==> src/rtl/tte_flow_lookup_ctrl.sv <==
// Flow-table bucket initiator: hashes header/management keys, serializes lookups,
// inserts/deletes and table clears onto the bucket's search and write ports.
module tte_flow_lookup_ctrl #(
  parameter int LK_TIMEOUT  = 32,
  parameter int WR_TIMEOUT  = 32,
  parameter int CLR_TIMEOUT = 8192
) (
  input  logic         clk,
  input  logic         rst,
  input  logic         lk_valid,
  output logic         lk_ready,
  input  logic [47:0]  lk_dmac,
  input  logic [47:0]  lk_smac,
  output logic         rsp_valid,
  output logic         rsp_hit,
  output logic         rsp_timeout,
  output logic [15:0]  rsp_portmap,
  input  logic         ins_valid,
  output logic         ins_ready,
  input  logic [47:0]  ins_dmac,
  input  logic [47:0]  ins_smac,
  input  logic [15:0]  ins_portmap,
  input  logic         ins_del,
  output logic         ins_done,
  output logic         ins_err,
  input  logic         clr_req,
  output logic         clr_done,
  output logic         table_ready,
  output logic [47:0]  se_dmac,
  output logic [47:0]  se_smac,
  output logic [11:0]  se_hash,
  output logic         se_req,
  input  logic         se_ack,
  input  logic         se_nak,
  input  logic [15:0]  se_result,
  output logic         hash_clear,
  output logic         hash_update,
  output logic [11:0]  hash,
  output logic [119:0] flow,
  input  logic         reg_rst
);

  localparam logic [2:0] S_INIT     = 3'd0;
  localparam logic [2:0] S_IDLE     = 3'd1;
  localparam logic [2:0] S_LK_WAIT  = 3'd2;
  localparam logic [2:0] S_WR_WAIT  = 3'd3;
  localparam logic [2:0] S_CLR_WAIT = 3'd4;
  localparam logic [2:0] S_RESP     = 3'd5;

  localparam logic [15:0] LK_TO_C  = 16'(LK_TIMEOUT);
  localparam logic [15:0] WR_TO_C  = 16'(WR_TIMEOUT);
  localparam logic [15:0] CLR_TO_C = 16'(CLR_TIMEOUT);

  function automatic logic [11:0] bucket_hash(input logic [47:0] dmac, input logic [47:0] smac);
    logic [47:0] x;
    x = dmac ^ {smac[23:0], smac[47:24]};
    return x[11:0] ^ x[23:12] ^ x[35:24] ^ x[47:36];
  endfunction

  logic [2:0]   state_r;
  logic [15:0]  cnt_r;
  logic         clr_pend_r;
  logic         rsp_valid_r, rsp_hit_r, rsp_timeout_r;
  logic [15:0]  rsp_portmap_r;
  logic         ins_done_r, ins_err_r, clr_done_r, table_ready_r;
  logic [47:0]  se_dmac_r, se_smac_r;
  logic [11:0]  se_hash_r, hash_r;
  logic         se_req_r, hash_clear_r, hash_update_r;
  logic [119:0] flow_r;
  logic         accept_s;

  // A pending clear blocks new requests so it is serviced ahead of them.
  assign accept_s    = (state_r == S_IDLE) && !clr_pend_r;
  assign lk_ready    = accept_s;
  assign ins_ready   = accept_s;
  assign rsp_valid   = rsp_valid_r;
  assign rsp_hit     = rsp_hit_r;
  assign rsp_timeout = rsp_timeout_r;
  assign rsp_portmap = rsp_portmap_r;
  assign ins_done    = ins_done_r;
  assign ins_err     = ins_err_r;
  assign clr_done    = clr_done_r;
  assign table_ready = table_ready_r;
  assign se_dmac     = se_dmac_r;
  assign se_smac     = se_smac_r;
  assign se_hash     = se_hash_r;
  assign se_req      = se_req_r;
  assign hash_clear  = hash_clear_r;
  assign hash_update = hash_update_r;
  assign hash        = hash_r;
  assign flow        = flow_r;

  // Control FSM with registered strobes and bucket command/data outputs.
  always_ff @(posedge clk) begin
    if (rst) begin
      state_r       <= S_INIT;
      cnt_r         <= 16'd0;
      clr_pend_r    <= 1'b0;
      rsp_valid_r   <= 1'b0;
      rsp_hit_r     <= 1'b0;
      rsp_timeout_r <= 1'b0;
      rsp_portmap_r <= 16'd0;
      ins_done_r    <= 1'b0;
      ins_err_r     <= 1'b0;
      clr_done_r    <= 1'b0;
      table_ready_r <= 1'b0;
      se_dmac_r     <= 48'd0;
      se_smac_r     <= 48'd0;
      se_hash_r     <= 12'd0;
      se_req_r      <= 1'b0;
      hash_clear_r  <= 1'b0;
      hash_update_r <= 1'b0;
      hash_r        <= 12'd0;
      flow_r        <= 120'd0;
    end else begin
      se_req_r      <= 1'b0;
      hash_clear_r  <= 1'b0;
      hash_update_r <= 1'b0;
      rsp_valid_r   <= 1'b0;
      ins_done_r    <= 1'b0;
      clr_done_r    <= 1'b0;
      cnt_r         <= cnt_r + 16'd1;
      clr_pend_r    <= clr_pend_r | clr_req;
      case (state_r)
        S_INIT: begin
          if (reg_rst) begin
            table_ready_r <= 1'b1;
            state_r       <= S_IDLE;
            cnt_r         <= 16'd0;
          end else if (cnt_r == CLR_TO_C) begin
            hash_clear_r <= 1'b1;
            state_r      <= S_CLR_WAIT;
            cnt_r        <= 16'd0;
          end else begin
            state_r <= S_INIT;
          end
        end
        S_IDLE: begin
          if (clr_pend_r) begin
            clr_pend_r   <= clr_req;
            hash_clear_r <= 1'b1;
            state_r      <= S_CLR_WAIT;
            cnt_r        <= 16'd0;
          end else if (ins_valid) begin
            hash_r        <= bucket_hash(ins_dmac, ins_smac);
            flow_r        <= {~ins_del, 7'd0, ins_smac, ins_dmac, ins_portmap};
            hash_update_r <= 1'b1;
            state_r       <= S_WR_WAIT;
            cnt_r         <= 16'd0;
          end else if (lk_valid) begin
            se_dmac_r <= lk_dmac;
            se_smac_r <= lk_smac;
            se_hash_r <= bucket_hash(lk_dmac, lk_smac);
            se_req_r  <= 1'b1;
            state_r   <= S_LK_WAIT;
            cnt_r     <= 16'd0;
          end else begin
            state_r <= S_IDLE;
          end
        end
        S_LK_WAIT: begin
          // ack outranks a simultaneous nak
          if (se_ack) begin
            rsp_valid_r   <= 1'b1;
            rsp_hit_r     <= 1'b1;
            rsp_timeout_r <= 1'b0;
            rsp_portmap_r <= se_result;
            state_r       <= S_RESP;
            cnt_r         <= 16'd0;
          end else if (se_nak || (cnt_r == LK_TO_C)) begin
            rsp_valid_r   <= 1'b1;
            rsp_hit_r     <= 1'b0;
            rsp_timeout_r <= ~se_nak;
            rsp_portmap_r <= 16'd0;
            state_r       <= S_RESP;
            cnt_r         <= 16'd0;
          end else begin
            state_r <= S_LK_WAIT;
          end
        end
        S_WR_WAIT: begin
          if (reg_rst || (cnt_r == WR_TO_C)) begin
            ins_done_r <= 1'b1;
            ins_err_r  <= ~reg_rst;
            state_r    <= S_RESP;
            cnt_r      <= 16'd0;
          end else begin
            state_r <= S_WR_WAIT;
          end
        end
        S_CLR_WAIT: begin
          if (reg_rst || (cnt_r == CLR_TO_C)) begin
            clr_done_r    <= 1'b1;
            table_ready_r <= 1'b1;
            state_r       <= S_RESP;
            cnt_r         <= 16'd0;
          end else begin
            state_r <= S_CLR_WAIT;
          end
        end
        S_RESP: begin
          state_r <= S_IDLE;
          cnt_r   <= 16'd0;
        end
        default: begin
          state_r <= S_INIT;
          cnt_r   <= 16'd0;
        end
      endcase
    end
  end

endmodule

==> config.mk <==
export PLATFORM = sky130hd
export DESIGN_NAME = tte_flow_lookup_ctrl
export DESIGN_NICKNAME = d
export VERILOG_FILES = /design/src/rtl/tte_flow_lookup_ctrl.sv
export SDC_FILE = /design/constraint.sdc
export NUM_CORES = 1
export LEC_CHECK = 0
export ABC_AREA = 0
export BUFFER_PORTS_ARGS = -buffer_cell sky130_fd_sc_hd__buf_2
export CORE_AREA = 2 2 193 195
export DETAILED_ROUTE_END_ITERATION = 10
export DIE_AREA = 0 0 195 197
export SLEW_MARGIN = 0
export SYNTH_ARGS = -nofsm -noshare
export SYNTH_HDL_FRONTEND = slang
export SYNTH_SLANG_ARGS = --single-unit
export TNS_END_PERCENT = 1
==> constraint.sdc <==
create_clock -name clk -period 2.1 [get_ports clk]
set_clock_uncertainty 0.2 [all_clocks]
set_input_delay 0 -clock clk [delete_from_list [all_inputs] [get_ports clk]]
set_output_delay 0 -clock clk [all_outputs]
set_load 0.005 [all_outputs]
==> results of run 1 <==
cell type report:
cell class / instances / area, µm² / share of cell area
sequential: 279 / 5590 / 0.313
multi-input combinational: 988 / 5410 / 0.303
timing repair buffer: 760 / 5220 / 0.292
clock buffer: 47 / 961 / 0.0539
tap: 468 / 586 / 0.0328
clock inverter: 7 / 46.3 / 0.00260
inverter: 8 / 30.0 / 0.00168
antenna: 2 / 5.00 / 0.000281
metrics by stage:
step	setup TNS, ns	power (mW)	area, µm²	cells	setup slack [ns]
2_1_floorplan	0	6.63	11500	1371	0.0923
3_3_place_gp	0	7.44	14400	2262	0.0887
3_5_place_dp	0	7.46	14400	2262	0.0321
4_1_cts	0	13.3	17800	2556	0.0633
5_1_grt	-0.0138	13.7	17800	2558	-0.0138
6_report	0	13.1	17800	2559	0.0832
registers in the layout, summed over array words and instances (netlist names), 3 cells and up:
signal       cells
flow           113
state_r          3
se_hash         12
se_smac         48
rsp_portmap     16
se_dmac         48
cnt_r           16
hash            12
layer usage:
| metal | up-vias | GRT usage |
|---|---|---|
| met5 | - | 0 |
| met4 | 0 | 0.0970 |
| met1 | 5518 | 0.238 |
| li1 | 5874 | - |
| met3 | 111 | 0.0599 |
| met2 | 549 | 0.389 |
power by group through the flow:
stage / Sequential (mW) / Clock (mW) / Combinational [mW]
global placement: 5.64 / 0 / 1.80
detailed placement: 5.65 / 0 / 1.81
global route: 5.56 / 5.79 / 2.35
finish: 5.54 / 5.42 / 2.18
floorplan: 5.66 / 0 / 0.969
CTS: 5.54 / 5.60 / 2.18
cells by family after synthesis:
kind of cell / after synthesis
adder cells (fa/ha/maj): 2
XOR/XNOR: 180
multiplexers: 2
other: 1
AO/OA/AOI/OAI: 316
AND/OR/NAND/NOR: 481
flip-flops: 279
buffers and inverters: 104
repair_timing:
| action | in CTS | in global routing |
|---|---|---|
| setup endpoints to repair | 1 | 43 |
| hold buffers | 240 | 0 |
| resized for setup | 1 | 2 |
| buffers inserted | 0 | 1 |
| hold endpoints to repair | 279 | 0 |
| pin swaps | 0 | 1 |
cell usage in the layout (no fill, tap or decap), types with 6 or more instances in the layout:
master	instances
buf_2	492
buf_12	11
a21oi_1	239
nand2_1	426
xnor2_1	178
dlygate4sd3_1	240
nor2_1	10
clkbuf_16	35
clkbuf_1	8
dfxtp_1	279
nor3_1	6
o21ai_0	32
conb_1	7
a32o_1	16
inv_1	7
buf_4	16
a21oi_2	10
synthesized netlist by cell type (5+ instances only):
library cell | n | area share
a21oi_1 | 239 | 0.10
buf_2 | 32 | 0.014
o21ai_0 | 32 | 0.014
inv_1 | 7 | 0.0023
nor2_1 | 10 | 0.0033
xnor2_1 | 178 | 0.14
nand3_1 | 5 | 0.0022
dfxtp_1 | 279 | 0.49
buf_4 | 11 | 0.0072
nor3_1 | 6 | 0.0026
a32o_1 | 16 | 0.014
nand2_1 | 428 | 0.14
clkbuf_1 | 49 | 0.016
a21oi_2 | 10 | 0.0077
worst max-delay path by stage:
| stage | start | end | slack [ns] | cells past startpoint |
|---|---|---|---|---|
| 6_report | se_nak | rsp_portmap[15] | 0.08 | 6 |
| 5_1_grt | state_r[1] | state_r[1] | -0.01 | 5 |
| 4_1_cts | state_r[2] | state_r[1] | 0.06 | 5 |
| 3_5_place_dp | cnt_r[0] | rsp_portmap[6] | 0.03 | 6 |
| 3_3_place_gp | cnt_r[0] | rsp_portmap[7] | 0.09 | 6 |
| 2_1_floorplan | cnt_r[0] | cnt_r[11] | 0.09 | 9 |
worst max-delay path: stages:
cell           delay (ns)
dlygate4sd3_1        0.54
buf_2                0.15
or2_2                0.26
dlygate4sd3_1        0.63
o21ai_4              0.43
a32o_1               0.25
==> impl_metrics.py, run 1 <==
metrics = {
    "global_routing": {
        "grt_pass1_wl_mm": 65.7,
        "grt_pass1_vias": 12183,
        "grt_max_degree": 120,
        "antenna_found_initial": 1,
        "grt_util_all_layers": 0.217,
        "grt_overflow": 0,
    },
    "timing": {
        "period_minus_slack_ns": 2.02,
        "finalCritPeriodShare": 0.960,
        "finalHoldViolCount": 0,
        "relSlewSlack": 0.597,
        "fmax_mhz": 496,
        "whs_ns": 0.0423,
        "setup_viol": 0,
        "worst_slew_pin_slew_ns": 0.605,
        "slew_violations": 0,
    },
    "floorplan": {
        "core_area_um2": 36300,
        "ioPinCount": 501,
        "start_util": 0.315,
        "rows": 70,
        "fp.dieW_um": 195,
        "fp.dieH_um": 197,
        "die-area_um2": 38400,
    },
    "power_and_ir_drop": {
        "p_sw_frac": 0.260,
        "clkPwrFrac": 0.413,
        "power.internal_mw": 9.73,
        "p_comb_frac": 0.166,
        "power.density_nw_per_um2": 737,
        "peakVddDrop_uv": 606,
        "power_leakage_nw": 7.45,
        "p_switching_mw": 3.41,
        "seqPwrFrac": 0.422,
    },
    "yosys": {
        "synth_top_family_by_area": "simple AND/OR/NAND/NOR gates",
        "syn-cell-area_um2": 11400,
        "synth-edff-count": 0,
        "yosysUniqueCellTypes": 52,
        "netlist_instances": 1365,
        "synth_xor_area_frac": 0.138,
        "synth-seq-cells": 279,
        "synth-adder-area-share": 0.00219,
        "synth-simple-area-share": 0.171,
        "synth-warning-count": 0,
        "synth_compound_area_frac": 0.155,
        "syn_avg_cell_area_um2": 8.38,
        "synth-async-reset-ratio": 0,
        "yosys_most_used_dff": "dfxtp_1",
        "ys_seq_area_frac": 0.489,
        "muxShareOfSynthArea": 0.00175,
    },
    "cts": {
        "clockRootBuffer": "clkbuf_16",
        "cts_tree": "done",
        "clk_path_buf_depth": 3,
        "ctsHtreeMaxLevel": 2,
        "cts.sinks": 279,
        "cts_buffers": 34,
        "clk_pin_slew_ns": 0.05,
        "insertion_delay_ns": 0.52,
    },
    "finish": {
        "finish.utilization": 0.492,
        "layout-drive-gt1-share": 0.285,
        "fin_nets": 2306,
        "syn_to_final_growth_pct": 56.0,
        "nFillCells": 3343,
    },
    "worst_setup_path": {
        "r2r_slack_ns": 0.10,
        "worstPathRequired_ns": 2.36,
        "r2r_start": "state_r[1]",
        "cp.arrival_ns": 2.27,
        "criticalPathCategory": "input pin to flip-flop",
        "r2r_cells": 5,
        "cp_max_fo": 17,
        "worstSetupStartpointType": "input pin",
        "cp-end-kind": "flip-flop",
        "timing.rr.end": "state_r[1]",
    },
    "placement": {
        "hpwl_mm": 30.2,
        "port_buffers": 493,
        "place_congestion": 0.846,
    },
    "drt": {
        "route.met3.wl_mm": 3.62,
        "avgViaCountPerCell": 4.71,
        "drt-wirelength-per-cell_um": 16.9,
        "top_layer": "met4",
        "drc": 0,
        "via_count": 12052,
        "met1_length_mm": 16.3,
        "first_pass_iters": 5,
        "wirelength_mm": 43.4,
        "antenna_left": 0,
        "dr_wl_met2_mm": 21.8,
        "drt-initial-drc-count": 548,
    },
    "run": {
        "cap_violations": 0,
    },
    "hold_path": {
        "min_path_cells": 3,
        "holdPathEnd": "rsp_portmap[0]",
        "hold_start": "se_result[0]",
        "hold_class": "input pin to flip-flop",
    },
    "outcome": {
        "run_status": "completed",
    },
}
(Power assumes the default switching activity.)
==> inputs of run 2 (changes only) <==
MAX_ROUTING_LAYER = met4   (was default)
==> run 2 against run 1 <==
Final cell count stayed put. Critical endpoint unchanged. Largest power group unchanged. Critical path depth is the same. Die area unchanged. Core utilization stayed put. Register-to-register slack about the same. Largest cell class unchanged. Wire length hardly changed. Critical path type unchanged.
==> impl_metrics.py, run 2 (same netlist as run 1, synthesis figures left out) <==
metrics = {
    "outcome": {
        "run_status": "completed",
    },
    "finish": {
        "largest_reg_flops": 113,
        "layout_commonest_cell": "buf_2",
        "finish.utilization": 0.492,
        "final_cells": 2559,
        "fin_nets": 2306,
        "nFillCells": 3343,
        "layout-drive-gt1-share": 0.285,
        "final_cell_mix": "492 x buf_2, 426 x nand2_1, 279 x dfxtp_1",
        "final_area_um2": 17800,
        "syn_to_final_growth_pct": 56.0,
    },
    "placement": {
        "hpwl_mm": 30.2,
        "place_ws_ns": 0.0321,
        "place_congestion": 0.859,
        "port_buffers": 493,
        "placedInstanceArea_um2": 14400,
        "dpl.cell_count": 2262,
    },
    "power_and_ir_drop": {
        "seqPwrFrac": 0.422,
        "peakVddDrop_uv": 602,
        "power.internal_mw": 9.73,
        "p_switching_mw": 3.42,
        "total_power_mw": 13.1,
        "power_leakage_nw": 7.45,
        "clkPwrFrac": 0.413,
        "power.density_nw_per_um2": 737,
        "p_comb_frac": 0.166,
        "p_sw_frac": 0.260,
    },
    "worst_setup_path": {
        "cp.buffers_inverters": 3,
        "cp_common_cell": "dlygate4sd3_1",
        "crit_family": "buffers and inverters",
        "cpPeakStageDelay_ns": 0.63,
        "worstSetupStartpointType": "input pin",
        "crit_slowest_cell": "dlygate4sd3_1",
        "criticalPathCategory": "input pin to flip-flop",
        "cp.arrival_ns": 2.26,
        "worstPathRequired_ns": 2.36,
        "cp_max_fo": 17,
        "crit_chain": "dlygate4sd3_1 > buf_2 > or2_2 > dlygate4sd3_1 > o21ai_4 > a32o_1",
        "cp-end-kind": "flip-flop",
    },
    "timing": {
        "period_minus_slack_ns": 2.01,
        "relSlewSlack": 0.595,
        "slew_violations": 0,
        "fin_ws_ns": 0.0917,
        "setup_viol": 0,
        "finalCritPeriodShare": 0.956,
        "fmax_mhz": 498,
        "worst_slew_pin_slew_ns": 0.608,
        "finalHoldViolCount": 0,
    },
    "cts": {
        "cts_buffers": 34,
        "clockRootBuffer": "clkbuf_16",
        "ctsHtreeMaxLevel": 2,
        "clk_pin_slew_ns": 0.05,
        "clk_path_buf_depth": 3,
        "cts.sinks": 279,
        "insertion_delay_ns": 0.52,
        "cts_tree": "done",
    },
    "floorplan": {
        "fp.dieH_um": 197,
        "fp.dieW_um": 195,
        "core_area_um2": 36300,
        "die-area_um2": 38400,
        "rows": 70,
        "ioPinCount": 501,
        "start_util": 0.315,
    },
    "drt": {
        "drc": 0,
        "drt-wirelength-per-cell_um": 16.9,
        "drt-initial-drc-count": 591,
        "via_count": 12106,
        "antenna_left": 0,
        "first_pass_iters": 5,
        "avgViaCountPerCell": 4.73,
        "wirelength_mm": 43.4,
    },
    "global_routing": {
        "met2_usage": 0.389,
        "grt_pass1_wl_mm": 65.6,
        "antenna_found_initial": 1,
        "grt_util_all_layers": 0.223,
        "use_met1": 0.240,
        "grt_overflow": 0,
        "grt_max_degree": 120,
        "grtUsageMet3": 0.0578,
        "top_usage_layer": "met2",
        "grt_pass1_vias": 12206,
    },
    "hold_path": {
        "hold_class": "input pin to flip-flop",
    },
    "run": {
        "cap_violations": 0,
    },
}
## run 2: cell counts in the layout (fill, tap and decap cells not counted)
No cell type changed its count.
## run 2: worst paths after layout
check	slack, ns	cells past startpoint	from	to
max	0.09	6	se_nak	rsp_portmap[15]
min	0.04	3	se_result[0]	rsp_portmap[0]
max reg2reg	0.10	5	state_r[1]	state_r[1]
min reg2reg	0.24	2	table_ready	table_ready
## run 2: area by class of cell
class / count / area, µm² / share of cell area
Sequential cell: 279 / 5590 / 0.313
Multi-Input combinational cell: 988 / 5410 / 0.303
Timing Repair Buffer: 760 / 5220 / 0.292
Clock buffer: 47 / 961 / 0.0539
Tap cell: 468 / 586 / 0.0328
Clock inverter: 7 / 46.3 / 0.00260
Inverter: 8 / 30.0 / 0.00168
Antenna cell: 2 / 5.00 / 0.000281
## run 2: power by group through the flow
| stage | Sequential, mW | Clock (mW) | Combinational [mW] |
|---|---|---|---|
| finish | 5.54 | 5.43 | 2.18 |
| global route | 5.56 | 5.79 | 2.35 |
| CTS | 5.54 | 5.60 | 2.18 |
| detailed placement | 5.65 | 0 | 1.81 |
| global placement | 5.64 | 0 | 1.80 |
| floorplan | 5.66 | 0 | 0.969 |
## run 2: worst register-to-register path: cells and delay by family (launching register included)
kind                   cells  cell delay [ns]
AOI/OAI and AO/OA          2             0.23
buffers and inverters      2             0.80
and+or+nand+nor            1             0.36
DFF                        1             0.34
## run 2: routing by layer
layer,vias up,wire (µm)
li1,5875,-
met1,5591,16500
met2,530,21900
met3,110,3340
met4,0,1590
met5,-,0
## run 2: timing repair
action	in CTS	in global routing
hold endpoints to repair	279	0
buffers inserted	0	1
gates resized for setup	1	2
setup endpoints to repair	1	42
pin swaps	0	1
hold buffers	240	0
## run 2: metrics by stage
stage / setup TNS (ns) / hold slack (ns)
after floorplan: 0 / -0.104
after global placement: 0 / -0.0145
after detailed placement: 0 / -0.00812
after CTS: 0 / 0.00130
after global routing: -0.0138 / 0.0443
final: 0 / 0.0429
==> inputs of run 3 (changes only) <==
--- a/config.mk
+++ b/config.mk
@@ -7,8 +7,8 @@
 export LEC_CHECK = 0
 export ABC_AREA = 0
-export BUFFER_PORTS_ARGS = -buffer_cell sky130_fd_sc_hd__buf_2
-export CORE_AREA = 2 2 193 195
+export CORE_AREA = 2 2 194 196
 export DETAILED_ROUTE_END_ITERATION = 10
-export DIE_AREA = 0 0 195 197
+export DIE_AREA = 0 0 196 198
+export DONT_BUFFER_PORTS = 1
 export MAX_ROUTING_LAYER = met4
 export SLEW_MARGIN = 0
==> constraint.sdc (replaced) <==
create_clock -name clk -period 2.1 [get_ports clk]
set_clock_uncertainty 0.2 [all_clocks]
set_input_delay 0 -clock clk [delete_from_list [all_inputs] [get_ports clk]]
set_output_delay 0 -clock clk [all_outputs]
set_load 0.01 [all_outputs]
==> run 3 against run 2 <==
The run now ends with negative hold slack left. Largest cell class unchanged. Register-to-register slack hardly changed. Setup slack got worse by 0.083 ns. Via count down 14%. Final cell count down 19%.
==> impl_metrics.py, run 3 (same netlist as run 1, synthesis figures left out) <==
metrics = {
    "worst_setup_path": {
        "criticalPathCategory": "input pin to flip-flop",
        "cp-end-kind": "flip-flop",
        "cpPeakStageDelay_ns": 0.61,
        "cp_max_fo": 2,
        "crit_slowest_cell": "dlygate4sd3_1",
        "worstPathRequired_ns": 2.35,
        "cp.arrival_ns": 2.34,
        "worstSetupStartpointType": "input pin",
        "crit_chain": "dlygate4sd3_1 > xnor2_1 > dlygate4sd3_1 > xnor2_1 > dlygate4sd3_1 > xnor2_1 > a21oi_1",
    },
    "timing": {
        "finalCritPeriodShare": 0.996,
        "rsz0062_at_grt": "true",
        "fmax_mhz": 478,
        "setup_viol": 0,
        "worst_slew_pin_slew_ns": 0.750,
        "finalHoldViolCount": 218,
        "whs_ns": -0.686,
        "relSlewSlack": 0.500,
        "slew_violations": 0,
        "period_minus_slack_ns": 2.09,
    },
    "global_routing": {
        "grt_overflow": 0,
        "grt_util_all_layers": 0.199,
        "grt_max_degree": 222,
        "grt_pass1_wl_mm": 58.2,
        "grt_pass1_vias": 10204,
        "antenna_found_initial": 1,
    },
    "placement": {
        "place_congestion": 0.807,
        "port_buffers": 0,
        "placedInstanceArea_um2": 12000,
        "dpl.cell_count": 1781,
        "hpwl_mm": 28.4,
    },
    "finish": {
        "final_area_um2": 15400,
        "layout_commonest_cell": "nand2_1",
        "fin_nets": 1815,
        "largest_reg_flops": 113,
        "syn_to_final_growth_pct": 34.6,
        "antenna_cells": 0,
        "layout-drive-gt1-share": 0.0668,
        "final_cell_mix": "426 x nand2_1, 278 x dfxtp_1, 239 x a21oi_1, 239 x dlygate4sd3_1, 178 x xnor2_1",
        "nFillCells": 3572,
        "final_cells": 2075,
    },
    "power_and_ir_drop": {
        "power.density_nw_per_um2": 829,
        "peakVddDrop_uv": 631,
        "total_power_mw": 12.8,
        "power_leakage_nw": 5.14,
    },
    "cts": {
        "cts_post_setup_buffers_inserted": 0,
        "cts_buffers": 30,
        "clk_pin_slew_ns": 0.06,
        "ctsHtreeMaxLevel": 1,
        "clk_path_buf_depth": 3,
        "cts.sinks": 279,
        "insertion_delay_ns": 0.56,
        "clockRootBuffer": "clkbuf_16",
        "cts_tree": "done",
    },
    "run": {
        "cap_violations": 0,
    },
    "drt": {
        "via_count": 10373,
        "drt-initial-drc-count": 520,
        "drt-wirelength-per-cell_um": 19.5,
        "antenna_left": 0,
        "drc": 0,
        "avgViaCountPerCell": 5.00,
        "first_pass_iters": 5,
        "wirelength_mm": 40.4,
    },
    "floorplan": {
        "ioPinCount": 501,
        "start_util": 0.309,
        "die-area_um2": 38800,
        "core_area_um2": 37000,
        "fp.dieW_um": 196,
        "rows": 71,
        "fp.dieH_um": 198,
    },
    "outcome": {
        "run_status": "complete, but fails checks",
        "violations": "negative hold slack",
    },
    "hold_path": {
        "hold_class": "input pin to flip-flop",
    },
}
[run 3: repair_timing]
item | in CTS | in global routing
hold endpoints to repair | 279 | 235
pin swaps | 0 | 2
resized for setup | 1 | 7
setup endpoints to repair | 17 | 42
hold buffers | 222 | 19
[run 3: layout make-up]
class                      count  area [µm²]  share of cell area
tap                          474         593              0.0385
clock inverter                 6        83.8             0.00545
clock buffer                  47         896              0.0582
inverter                       8        30.0             0.00195
timing repair buffer         273        2780               0.181
multi-input combinational    988        5420               0.352
sequential                   279        5590               0.363
[run 3: final timing paths]
check | start | to | slack, ns | depth (start not counted)
min | rst | se_dmac[3] | -0.69 | 1
max | lk_dmac[12] | se_hash[0] | 0.008 | 7
max reg2reg | state_r[2] | cnt_r[13] | 0.11 | 6
min reg2reg | se_dmac[17] | se_dmac[17] | 0.30 | 2
[run 3: worst max-delay path, delay by kind of cell]
| kind | cells | cell delay (ns) |
|---|---|---|
| AO/OA/AOI/OAI | 1 | 0.09 |
| buffers and inverters | 3 | 1.79 |
| XOR/XNOR | 3 | 0.47 |
[run 3: stage by stage]
stage	utilization	TNS [ns]	hold WS [ns]	setup WS, ns
final	0.416	0	-0.686	0.00836
after detailed placement	0.324	-0.463	-0.110	-0.0958
after global placement	0.324	0	-0.113	0.0652
after CTS	0.411	0	-0.710	0.0279
after global routing	0.416	-0.132	-0.708	-0.0963
after floorplan	-	0	-0.104	0.0923
[run 3: layer usage]
metal	global-route usage	part of all wire
met5	-	0
met4	0.0906	0.041
met3	0.0681	0.099
met2	0.357	0.51
met1	0.194	0.35
[run 3: report_power, final]
part | internal, mW | switching (mW) | leakage, nW | total, mW
clock network | 3.15 | 2.12 | 0.481 | 5.27
registers | 5.46 | 0.209 | 2.26 | 5.67
logic | 0.946 | 0.867 | 2.40 | 1.81
